File: src/rtl/rv_bus_pkg.sv
// Shared definitions for the picorv32 memory-bus decoder: FSM state
// encoding, error-cause codes and the slave-index width.
package rv_bus_pkg;

    typedef enum logic [1:0] {
        ST_IDLE   = 2'b00,
        ST_ACTIVE = 2'b01,
        ST_ERR    = 2'b10
    } rv_bus_state_t;

    localparam logic [1:0] RV_BUS_ERR_NONE     = 2'b00;
    localparam logic [1:0] RV_BUS_ERR_UNMAPPED = 2'b01;
    localparam logic [1:0] RV_BUS_ERR_TIMEOUT  = 2'b10;

    // Wide enough to index up to 8 slaves.
    localparam int RV_BUS_IDX_W = 3;

endpackage

File: src/rtl/rv_bus_addr_match.sv
// Combinational address decoder: compares the upper address bits against
// every slave base and reports a hit plus the lowest matching slave index.
module rv_bus_addr_match
    import rv_bus_pkg::*;
#(
    parameter int                                NUM_SLAVES = 4,
    parameter int                                MATCH_BITS = 16,
    parameter logic [NUM_SLAVES*MATCH_BITS-1:0]  SLAVE_BASE = '0
) (
    input  logic [MATCH_BITS-1:0]   i_addr_hi,
    output logic                    o_hit,
    output logic [RV_BUS_IDX_W-1:0] o_idx
);

    // Scan from the highest slot down so the lowest matching slot wins.
    always_comb begin
        o_hit = 1'b0;
        o_idx = '0;
        for (int k = NUM_SLAVES - 1; k >= 0; k--) begin
            if (i_addr_hi == SLAVE_BASE[k*MATCH_BITS +: MATCH_BITS]) begin
                o_hit = 1'b1;
                o_idx = RV_BUS_IDX_W'(k);
            end
        end
    end

endmodule

File: src/rtl/rv_bus_decoder.sv
// Single-master, N-slave decoder for the picorv32 native memory bus.
// The target slave is decoded once per transaction and held in r_sel;
// unmapped accesses (and, when RV_BUS_TIMEOUT_EN is defined, slaves that
// never answer) get a one-cycle error response and are recorded in sticky
// status registers.
// Optional feature macro: RV_BUS_TIMEOUT_EN (timeout counter + ERR on timeout).
module rv_bus_decoder
    import rv_bus_pkg::*;
#(
    parameter int                                NUM_SLAVES     = 4,
    parameter int                                MATCH_BITS     = 16,
    parameter logic [NUM_SLAVES*MATCH_BITS-1:0]  SLAVE_BASE     = {16'h4000, 16'h3000, 16'h2000, 16'h1000},
    parameter int                                TIMEOUT_CYCLES = 64,
    parameter logic [31:0]                       ERR_RDATA      = 32'hDEAD_BEEF
) (
    input  logic                     clk,
    input  logic                     rst_n,
    input  logic                     m_valid,
    input  logic [31:0]              m_addr,
    input  logic [31:0]              m_wdata,
    input  logic [3:0]               m_wstrb,
    output logic                     m_ready,
    output logic [31:0]              m_rdata,
    output logic [NUM_SLAVES-1:0]    s_valid,
    output logic [31:0]              s_addr,
    output logic [31:0]              s_wdata,
    output logic [3:0]               s_wstrb,
    input  logic [NUM_SLAVES-1:0]    s_ready,
    input  logic [NUM_SLAVES*32-1:0] s_rdata,
    input  logic                     err_clr,
    output logic                     bus_err,
    output logic [1:0]               err_cause,
    output logic [31:0]              err_addr
);

    rv_bus_state_t           r_state;
    logic [RV_BUS_IDX_W-1:0] r_sel;
    logic                    r_bus_err;
    logic [1:0]              r_err_cause;
    logic [31:0]             r_err_addr;

    logic                    w_hit;
    logic [RV_BUS_IDX_W-1:0] w_idx;
    logic                    w_sel_ready;
    logic [31:0]             w_sel_rdata;
    logic                    w_err_enter;
    logic [1:0]              w_err_code;

`ifdef RV_BUS_TIMEOUT_EN
    localparam logic [15:0] TO_LAST = 16'(TIMEOUT_CYCLES - 1);
    logic [15:0]            r_tcnt;
    logic                   w_timeout;
`endif

    rv_bus_addr_match #(
        .NUM_SLAVES (NUM_SLAVES),
        .MATCH_BITS (MATCH_BITS),
        .SLAVE_BASE (SLAVE_BASE)
    ) u_match (
        .i_addr_hi (m_addr[31 -: MATCH_BITS]),
        .o_hit     (w_hit),
        .o_idx     (w_idx)
    );

    assign s_addr    = m_addr;
    assign s_wdata   = m_wdata;
    assign s_wstrb   = m_wstrb;
    assign bus_err   = r_bus_err;
    assign err_cause = r_err_cause;
    assign err_addr  = r_err_addr;

    // Pick the ready/rdata of the slave latched for this transaction.
    always_comb begin
        w_sel_ready = 1'b0;
        w_sel_rdata = '0;
        for (int k = 0; k < NUM_SLAVES; k++) begin
            if (int'(r_sel) == k) begin
                w_sel_ready = s_ready[k];
                w_sel_rdata = s_rdata[k*32 +: 32];
            end
        end
    end

`ifdef RV_BUS_TIMEOUT_EN
    assign w_timeout = (r_state == ST_ACTIVE) && m_valid && !w_sel_ready &&
                       (r_tcnt == TO_LAST);
`endif

    // Detect the cycle in which the FSM moves into ERR and why.
    always_comb begin
        w_err_enter = 1'b0;
        w_err_code  = RV_BUS_ERR_NONE;
        if ((r_state == ST_IDLE) && m_valid && !w_hit) begin
            w_err_enter = 1'b1;
            w_err_code  = RV_BUS_ERR_UNMAPPED;
        end
`ifdef RV_BUS_TIMEOUT_EN
        if (w_timeout) begin
            w_err_enter = 1'b1;
            w_err_code  = RV_BUS_ERR_TIMEOUT;
        end
`endif
    end

    // Drive the master response and the one-hot slave request from the state.
    always_comb begin
        m_ready = 1'b0;
        m_rdata = '0;
        s_valid = '0;
        case (r_state)
            ST_ACTIVE: begin
                for (int k = 0; k < NUM_SLAVES; k++) begin
                    if (int'(r_sel) == k) begin
                        s_valid[k] = m_valid;
                    end
                end
                m_ready = w_sel_ready;
                m_rdata = w_sel_rdata;
            end
            ST_ERR: begin
                m_ready = 1'b1;
                m_rdata = ERR_RDATA;
            end
            default: ;
        endcase
    end

    // Transaction FSM: decode in IDLE, wait for the slave in ACTIVE, one-cycle ERR.
    always_ff @(posedge clk or negedge rst_n) begin
        if (!rst_n) begin
            r_state <= ST_IDLE;
            r_sel   <= '0;
`ifdef RV_BUS_TIMEOUT_EN
            r_tcnt  <= '0;
`endif
        end else begin
            case (r_state)
                ST_IDLE: begin
                    if (m_valid) begin
                        if (w_hit) begin
                            r_sel   <= w_idx;
                            r_state <= ST_ACTIVE;
`ifdef RV_BUS_TIMEOUT_EN
                            r_tcnt  <= '0;
`endif
                        end else begin
                            r_state <= ST_ERR;
                        end
                    end
                end
                ST_ACTIVE: begin
`ifdef RV_BUS_TIMEOUT_EN
                    if (!w_sel_ready) begin
                        r_tcnt <= r_tcnt + 16'd1;
                    end
`endif
                    if (!m_valid || w_sel_ready) begin
                        r_state <= ST_IDLE;
                    end
`ifdef RV_BUS_TIMEOUT_EN
                    else if (w_timeout) begin
                        r_state <= ST_ERR;
                    end
`endif
                end
                ST_ERR:  r_state <= ST_IDLE;
                default: r_state <= ST_IDLE;
            endcase
        end
    end

    // Sticky error status: first error since clear is kept; a capture beats a clear.
    always_ff @(posedge clk or negedge rst_n) begin
        if (!rst_n) begin
            r_bus_err   <= 1'b0;
            r_err_cause <= RV_BUS_ERR_NONE;
            r_err_addr  <= '0;
        end else if (w_err_enter && !r_bus_err) begin
            r_bus_err   <= 1'b1;
            r_err_cause <= w_err_code;
            r_err_addr  <= m_addr;
        end else if (err_clr) begin
            r_bus_err   <= 1'b0;
            r_err_cause <= RV_BUS_ERR_NONE;
            r_err_addr  <= '0;
        end
    end

endmodule
File: config.mk
export PLATFORM = sky130hd
export DESIGN_NAME = rv_bus_decoder
export DESIGN_NICKNAME = d
export VERILOG_FILES = /design/src/rtl/rv_bus_pkg.sv /design/src/rtl/rv_bus_addr_match.sv /design/src/rtl/rv_bus_decoder.sv
export SDC_FILE = /design/constraint.sdc
export NUM_CORES = 1
export LEC_CHECK = 0
export BUFFER_PORTS_ARGS = -buffer_cell sky130_fd_sc_hd__buf_2
export CAP_MARGIN = 20
export CORE_AREA = 2 2 134 136
export CTS_CLUSTER_SIZE = 14
export DETAILED_ROUTE_END_ITERATION = 10
export DIE_AREA = 0 0 136 138
export PLACE_DENSITY_LB_ADDON = 0.08
export SLEW_MARGIN = 10
export SYNTH_ARGS = -nofsm -noshare
export SYNTH_HDL_FRONTEND = slang
export SYNTH_SLANG_ARGS = --single-unit
File: constraint.sdc
create_clock -name clk -period 2.4 [get_ports clk]
set_input_delay 0.12 -clock clk [delete_from_list [all_inputs] [get_ports clk]]
set_output_delay 0.12 -clock clk [all_outputs]
set_load 0.01 [all_outputs]
==> results of run 1 <==
-- through the flow --
step	setup WS [ps]	cell area [µm²]	util
2_1_floorplan	823	3550	-
3_3_place_gp	419	4600	0.263
3_5_place_dp	382	4600	0.263
4_1_cts	87.7	4780	0.272
5_1_grt	2.75	4780	0.272
6_report	170	4780	0.272
-- logic make-up (layout without fill, tap and decap cells) --
kind of cell,Yosys count,after routing
AO/OA/AOI/OAI,44,44
XOR/XNOR,1,1
adder cells (fa/ha/maj),3,3
buffers and inverters,121,313
flip-flops,37,37
multiplexers,33,33
other,1,1
AND/OR/NAND/NOR,129,129
-- critical path, delay by kind of cell, from the launching register on --
kind / cells / cell delay, ps
muxes: 1 / 530
buffers and inverters: 2 / 440
and+or+nand+nor: 2 / 170
DFF: 1 / 680
-- cell type report --
type / instances / area, µm² / share of cell area
Sequential cell: 37 / 927 / 0.194
Timing Repair Buffer: 282 / 1470 / 0.308
Clock buffer: 7 / 153 / 0.0320
Multi-Input combinational cell: 211 / 1850 / 0.386
Clock inverter: 1 / 8.76 / 0.00183
Tap cell: 229 / 287 / 0.0600
Inverter: 23 / 86.3 / 0.0181
-- final timing paths --
| path | from | endpoint | slack (ps) | depth (start not counted) |
|---|---|---|---|---|
| worst min-delay path | m_addr[27] | err_addr[27] | 80 | 3 |
| worst max-delay path | r_sel[0] | m_rdata[21] | 170 | 5 |
| max in group asynchronous | rst_n | err_addr[28] | 1390 | 3 |
| worst max register to register | r_sel[0] | r_state[1] | 550 | 4 |
| min in group asynchronous | rst_n | err_addr[26] | 360 | 2 |
| worst min register to register | err_addr[19] | err_addr[19] | 520 | 2 |
-- placed cells by master, fill, tap and decap left out, drive strengths merged, types with 2 or more instances in the layout --
cell / Yosys / layout
dfrtp: 37 / 37
nor4: 2 / 2
nand3: 26 / 26
mux4: 33 / 33
nand2: 77 / 77
ha: 3 / 3
o21ai: 16 / 16
inv: 23 / 24
nor3: 4 / 4
clkbuf: 12 / 7
and3: 7 / 7
o32ai: 19 / 19
buf: 86 / 281
and2: 3 / 3
nor2: 7 / 7
o31ai: 2 / 2
-- routing by layer --
layer	up-vias	routed length (µm)	global-route usage
met5	-	0	0
met1	1649	5190	0.160
met3	4	1610	0.0506
met4	0	30	0.0181
met2	213	6750	0.240
li1	1610	-	-
-- registers in the layout (all words and copies together), names as in the netlist --
signal     flops
err_addr      32
r_sel          2
r_state        2
err_cause      1
-- power breakdown --
| group | internal [mW] | switching, mW | leakage, nW |
|---|---|---|---|
| clock | 0.446 | 0.267 | 0.0805 |
| sequential | 0.705 | 0.0448 | 0.486 |
| combinational | 0.353 | 0.433 | 1.92 |
-- timing repair --
| item | in CTS | in global routing |
|---|---|---|
| hold endpoints to repair | 22 | 0 |
| setup endpoints to repair | 0 | 0 |
| hold buffers | 1 | 0 |
==> out/results.txt, run 1 <==
status: complete, no violations
WP data required: 2280 ps
XOR/XNOR Fraction of Synth Area: 0.00458
Hold Fails Final Rpt: 0
Synth Area in Adders: 0.0106
input/output buffers: 270
Synth area leaders: dfrtp_1, mux4_2, buf_4
die height: 138 µm
via/cell ratio: 4.40
final net count: 767
Peak Freq: 448 MHz
final WL: 13600 µm
Skew-Pair Late Insertion Delay: 280 ps
Post-CTS Setup Bufs: 0
Tightest Hold Check Type: input pin to flop
most frequent cell after synthesis: nand2_1
Slew headroom: 0.614
Num CTS Buffers: 5
CTS tree: done
Synth Area in Simple Gates: 0.166
TritonRoute pass-1 iters: 7
fill count: 1920
Ys Warns: 0
Post-synth EDFFs: 0
Tcrit/Tclk final: 0.929
max-slew violations: 0
Routed Antenna Nets: 0
Syn Nets: 576
hold slack: 75.6 ps
Least-Margin Pin Slew: 579 ps
DR WL/cell: 17.2 µm
WP data arrival: 2110 ps
worst-path fanout max: 24
power per cell area: 471 nW/µm²
initial antenna violation count: 0
Peak VDD IR: 0.000226 V
Clock Skew: 9.16 ps
vias in the first global route: 3502
H-tree Lvls: 2
setup TNS: 0 ps
drc violations: 0
Area Overhead vs Synth: 34.4%
Detailed Route Iter0 Violations: 116
largest family of logic cells by synthesized area: buffers and inverters
cell area after synthesis: 3550 µm²
Remaining Overflow, GRT: 0
top cell type's share of synthesized area: 0.260
crit start category: flop
Crit path largest cell delay: 680 ps
HPWL Detailed: 11000 µm
I/O pin count: 344
FF+latch count, synth: 37
Starting Density: 0.203
core footprint: 17500 µm²
# Max-Cap Violations: 0
multiplexer area fraction after synthesis: 0.209
share of layout cells above drive strength 1: 0.619
clock root cell: clkbuf_16
Non-Filler Instances: 790
placed insts: 781
GRT Overall Usage: 0.136
Top FF cell, synth: dfrtp_1
placer congestion estimate: 0.865
type of the worst setup path: flop to primary output
Avg Cell Area, Syn: 9.63 µm²
Core Rows: 49
Final Setup Violations: 0
cell accounting for the most synthesized area: dfrtp_1
CTS clock-pin slew for the worst setup and hold paths: 60 ps
Antenna Cells: 0
Synth top cells by count: nand2_1, buf_4, dfrtp_1
RSZ-0062 raised after global routing: no
die width: 136 µm
Leak: 2.48 nW
Critical Path, Cell by Cell: buf_12 -> mux4_2 -> nand3_1 -> nand2_1 -> buf_2
sequential-to-total area share from yosys stat: 0.260
die footprint: 18800 µm²
largest net degree at the start of global routing: 35
Worst setup EP type: primary output
Synth Instances: 369
clock sink count: 37
post-layout minimum cycle time: 2230 ps
compound-cell area share of the yosys netlist: 0.128
DR vias: 3476
post_cts resized: 0
Longest Clk Path Bufs: 2
first-pass GRT wire length: 19900 µm
post-synthesis async set-or-reset flop share: 1.00
Pwr Total: 2.25 mW
Slowest-stage cell, CP: dfrtp_2
post-synthesis cell type count: 36
No activity file was read; power rests on OpenSTA's default activity.
==> run 2, diff against run 1 <==
Settings changed: REMOVE_ABC_BUFFERS set to 1.
==> out/results.txt, run 2 (synthesis results as in run 1) <==
Slew headroom: 0.419
Worst Hold End: err_addr[24]
I/O pin count: 344
Skew-Pair Late Insertion Delay: 290 ps
status: complete, no violations
Least-Margin Pin Slew: 872 ps
Critical Path, Cell by Cell: buf_12 -> mux4_2 -> nand3_1 -> nand2_1 -> buf_2
share of layout cells above drive strength 1: 0.618
placed insts: 780
clock sink count: 37
Antenna Cells: 0
Non-Filler Instances: 789
type of the worst setup path: flop to primary output
hold_sp: m_addr[24]
Leak: 2.49 nW
first-pass GRT wire length: 20900 µm
Area Overhead vs Synth: 35.1%
RR Startpoint: r_state[1]
largest net degree at the start of global routing: 38
H-tree Lvls: 2
power per cell area: 483 nW/µm²
WP data required: 2280 ps
Core Rows: 49
Longest Clk Path Bufs: 2
final net count: 766
Switching Fraction: 0.329
crit start category: flop
worst-path fanout max: 21
R2R depth: 7
R2R setup slack: 540 ps
max reg flops: 32
Layout Cell Area excl Fill: 4800 µm²
die width: 136 µm
Routed Antenna Nets: 0
WHS Path Cells: 3
CTS clock-pin slew for the worst setup and hold paths: 70 ps
input/output buffers: 270
core footprint: 17500 µm²
via/cell ratio: 4.44
drc violations: 0
Peak Freq: 472 MHz
Crit path buffers/inverters: 2
CTS tree: done
final WL: 14500 µm
initial antenna violation count: 0
max-slew violations: 0
Hold Buf Count CTS: 1
DR WL/cell: 18.4 µm
HPWL Detailed: 11600 µm
Crit path largest cell delay: 600 ps
Tightest Hold Check Type: input pin to flop
Crit path max-delay family: flip-flops
Remaining Overflow, GRT: 0
Starting Density: 0.203
Logic pwr share: 0.342
Pwr Total: 2.32 mW
Peak VDD IR: 0.000266 V
Final Setup Violations: 0
fill count: 1972
placer congestion estimate: 0.697
die height: 138 µm
DR vias: 3502
Slowest-stage cell, CP: dfrtp_2
post_cts resized: 0
RSZ-0062 raised after global routing: no
die footprint: 18800 µm²
Worst setup EP type: primary output
Cell Area, Placed: 4620 µm²
GRT Overall Usage: 0.145
Post-CTS Setup Bufs: 0
clock root cell: clkbuf_16
Tcrit/Tclk final: 0.883
commonest non-fill, non-tap cell in the layout: buf_2
Detailed Route Iter0 Violations: 96
WP data arrival: 2000 ps
TritonRoute pass-1 iters: 6
reg2reg end: err_addr[4]
Switching Power: 0.765 mW
internal power: 1.56 mW
post-layout util: 0.274
most frequent cells in the layout: buf_2, nand2_1, dfrtp_1, mux4_2, nand3_1
# Max-Cap Violations: 0
Clock Skew: 6.25 ps
Clock power frac: 0.335
share of power burned in registers: 0.324
vias in the first global route: 3456
Hold Fails Final Rpt: 0
Num CTS Buffers: 5
post-layout minimum cycle time: 2120 ps
## run 2: power groups by stage
| stage | clock [mW] | sequential [mW] | combinational [mW] |
|---|---|---|---|
| 4_1_cts | 0.814 | 0.755 | 0.814 |
| 2_1_floorplan | 0 | 0.799 | 0.302 |
| 3_5_place_dp | 0 | 0.765 | 0.812 |
| 6_report | 0.777 | 0.752 | 0.793 |
| 5_1_grt | 0.830 | 0.765 | 0.874 |
| 3_3_place_gp | 0 | 0.764 | 0.803 |
## run 2: how the worst max path moves through the flow
stage          depth (start not counted)          end     start
2_1_floorplan                          4   r_state[1]  r_sel[0]
3_3_place_gp                           5  m_rdata[11]  r_sel[0]
3_5_place_dp                           5  m_rdata[11]  r_sel[0]
4_1_cts                                5  m_rdata[11]  r_sel[0]
5_1_grt                                5  m_rdata[11]  r_sel[0]
6_report                               5  m_rdata[11]  r_sel[0]
## run 2: per-layer routing
layer,share of wire,track usage,up-vias
li1,-,-,1606
met1,0.39,0.171,1663
met2,0.46,0.234,229
met3,0.15,0.0821,4
met4,0.0031,0.0181,0
met5,0,0.0132,-
## run 2: through the flow
| step | hold slack [ps] | setup TNS (ps) | setup WS, ps |
|---|---|---|---|
| 6_report | 84.2 | 0 | 280 |
| 5_1_grt | 92.8 | 0 | 133 |
| 4_1_cts | 78.2 | 0 | 210 |
| 3_5_place_dp | 240 | 0 | 521 |
| 3_3_place_gp | 240 | 0 | 550 |
| 2_1_floorplan | -176 | -4920 | -261 |
## run 2: final cells by class
class,count,area (µm²),area share
multi-input cells,211,1850,0.384
repair buffers,281,1490,0.309
flip-flops and latches,37,927,0.193
well taps,229,287,0.0597
clock buffers,5,125,0.0260
inverters,23,86.3,0.0180
clock inverters,3,46.3,0.00964
## run 2: worst reg2reg max path: stages, from the launching register on
cell and delay (ps):
dfrtp_1 390, inv_1 90, ha_1 190, nand2_1 170, nor2_2 270, a21boi_4 250, buf_12 230, o32ai_2 130
==> run 3, diff against run 2 <==
Settings changed: CELL_PAD_IN_SITES_DETAIL_PLACEMENT set to 1, CELL_PAD_IN_SITES_GLOBAL_PLACEMENT set to 1, CORE_AREA 2 2 134 136 to 2 2 133 135, DIE_AREA 0 0 136 138 to 0 0 135 137.
==> out/results.txt, run 3 (synthesis results as in run 1) <==
status: finished with violations
failing checks: negative hold slack
Core Rows: 48
first-pass GRT wire length: 23500 µm
initial antenna violation count: 4
clock root cell: clkbuf_16
Clock Skew: 2.19 ps
GRT Overall Usage: 0.166
hold slack: -35.0 ps
CTS clock-pin slew for the worst setup and hold paths: 60 ps
Routed Antenna Nets: 0
die height: 137 µm
Layout Cell Area excl Fill: 4740 µm²
TritonRoute pass-1 iters: 4
DR WL/cell: 20.4 µm
share of power burned in registers: 0.343
most frequent cells in the layout: buf_2, nand2_1, dfrtp_1, mux4_2, nand3_1
post_cts resized: 0
I/O pin count: 344
max reg flops: 32
DR vias: 3584
final WL: 16000 µm
Tcrit/Tclk final: 0.827
Num CTS Buffers: 5
Switching Power: 0.746 mW
Longest Clk Path Bufs: 2
setup slack at placement: 592 ps
Cell Area, Placed: 4600 µm²
via/cell ratio: 4.56
Area Overhead vs Synth: 33.4%
Tightest Hold Check Type: input pin to asynchronous set/reset pin
max-slew violations: 0
Least-Margin Pin Slew: 890 ps
post-layout util: 0.278
HPWL Detailed: 12800 µm
Starting Density: 0.208
Peak Freq: 504 MHz
Remaining Overflow, GRT: 0
internal power: 1.45 mW
# Max-Cap Violations: 0
Hold Buf Count CTS: 0
Logic pwr share: 0.365
core footprint: 17100 µm²
power per cell area: 462 nW/µm²
RSZ-0062 raised after global routing: no
vias in the first global route: 3860
WP data arrival: 1870 ps
Detailed Route Iter0 Violations: 74
R2R setup slack: 600 ps
largest net degree at the start of global routing: 38
Peak VDD IR: 0.000252 V
placed insts: 775
crit start category: flop
Slew headroom: 0.406
Skew-Pair Late Insertion Delay: 280 ps
final net count: 764
die footprint: 18500 µm²
input/output buffers: 270
Final Setup Violations: 0
Post-CTS Setup Bufs: 0
drc violations: 0
Pwr Total: 2.19 mW
Leak: 2.46 nW
post-layout minimum cycle time: 1990 ps
CTS tree: done
share of layout cells above drive strength 1: 0.615
Setup WS post-layout: 415 ps
Worst setup EP type: primary output
clock sink count: 37
placer congestion estimate: 0.784
H-tree Lvls: 2
die width: 135 µm
Hold Fails Final Rpt: 37
worst-path fanout max: 35
Non-Filler Instances: 786
WP data required: 2280 ps
Switching Fraction: 0.340
Clock power frac: 0.292
commonest non-fill, non-tap cell in the layout: buf_2
type of the worst setup path: flop to primary output
## run 3: cell count changes in the layout (fill, tap and decap cells not counted), sizes merged
cell	change
clkinv	-1
clkinvlp	-1
clkbuf	+3
dlygate4sd3	-1
bufinv	-1
diode	+3
buf	-1
## run 3: per-stage QoR
step / hold slack [ps] / setup TNS (ps)
5_1_grt: 29.4 / 0
2_1_floorplan: -176 / -4920
6_report: -35.0 / 0
3_5_place_dp: 240 / 0
3_3_place_gp: 240 / 0
4_1_cts: 6.58 / 0
## run 3: final timing paths
path	from	end	cells past startpoint
worst max register to register	r_state[0]	err_addr[29]	7
max in group asynchronous	rst_n	r_sel[1]	1
worst min register to register	err_addr[18]	err_addr[18]	2
worst min-delay path	rst_n	err_addr[11]	1
min in group clk	m_addr[26]	err_addr[26]	3
worst max-delay path	r_sel[0]	m_rdata[5]	5
## run 3: routing by layer
metal / wire length (µm) / global-route usage / up-vias / share of wire
li1: - / - / 1605 / -
met1: 6450 / 0.205 / 1727 / 0.40
met2: 7220 / 0.260 / 230 / 0.45
met3: 2030 / 0.0770 / 16 / 0.13
met4: 198 / 0.0399 / 6 / 0.012
met5: 104 / 0.0389 / - / 0.0065
## run 3: power by group through the flow
stage | Combinational, mW | Clock (mW) | Sequential (mW)
floorplan | 0.302 | 0 | 0.799
global placement | 0.800 | 0 | 0.764
detailed placement | 0.817 | 0 | 0.762
CTS | 0.818 | 0.666 | 0.755
global route | 0.883 | 0.694 | 0.764
finish | 0.799 | 0.640 | 0.753
## run 3: worst max-delay path: stages, from the launching register on
cell	delay [ps]
dfrtp_2	420
buf_12	270
mux4_2	550
nand3_1	100
nand2_1	60
buf_2	150
## run 3: final cells by class
class                      count  area (µm²)
fill                        2116       12300
clock buffer                   8         136
antenna                        3        7.51
multi-input combinational    211        1850
timing repair buffer         279        1460
sequential                    37         928
inverter                      23        86.3
tap                          225         282
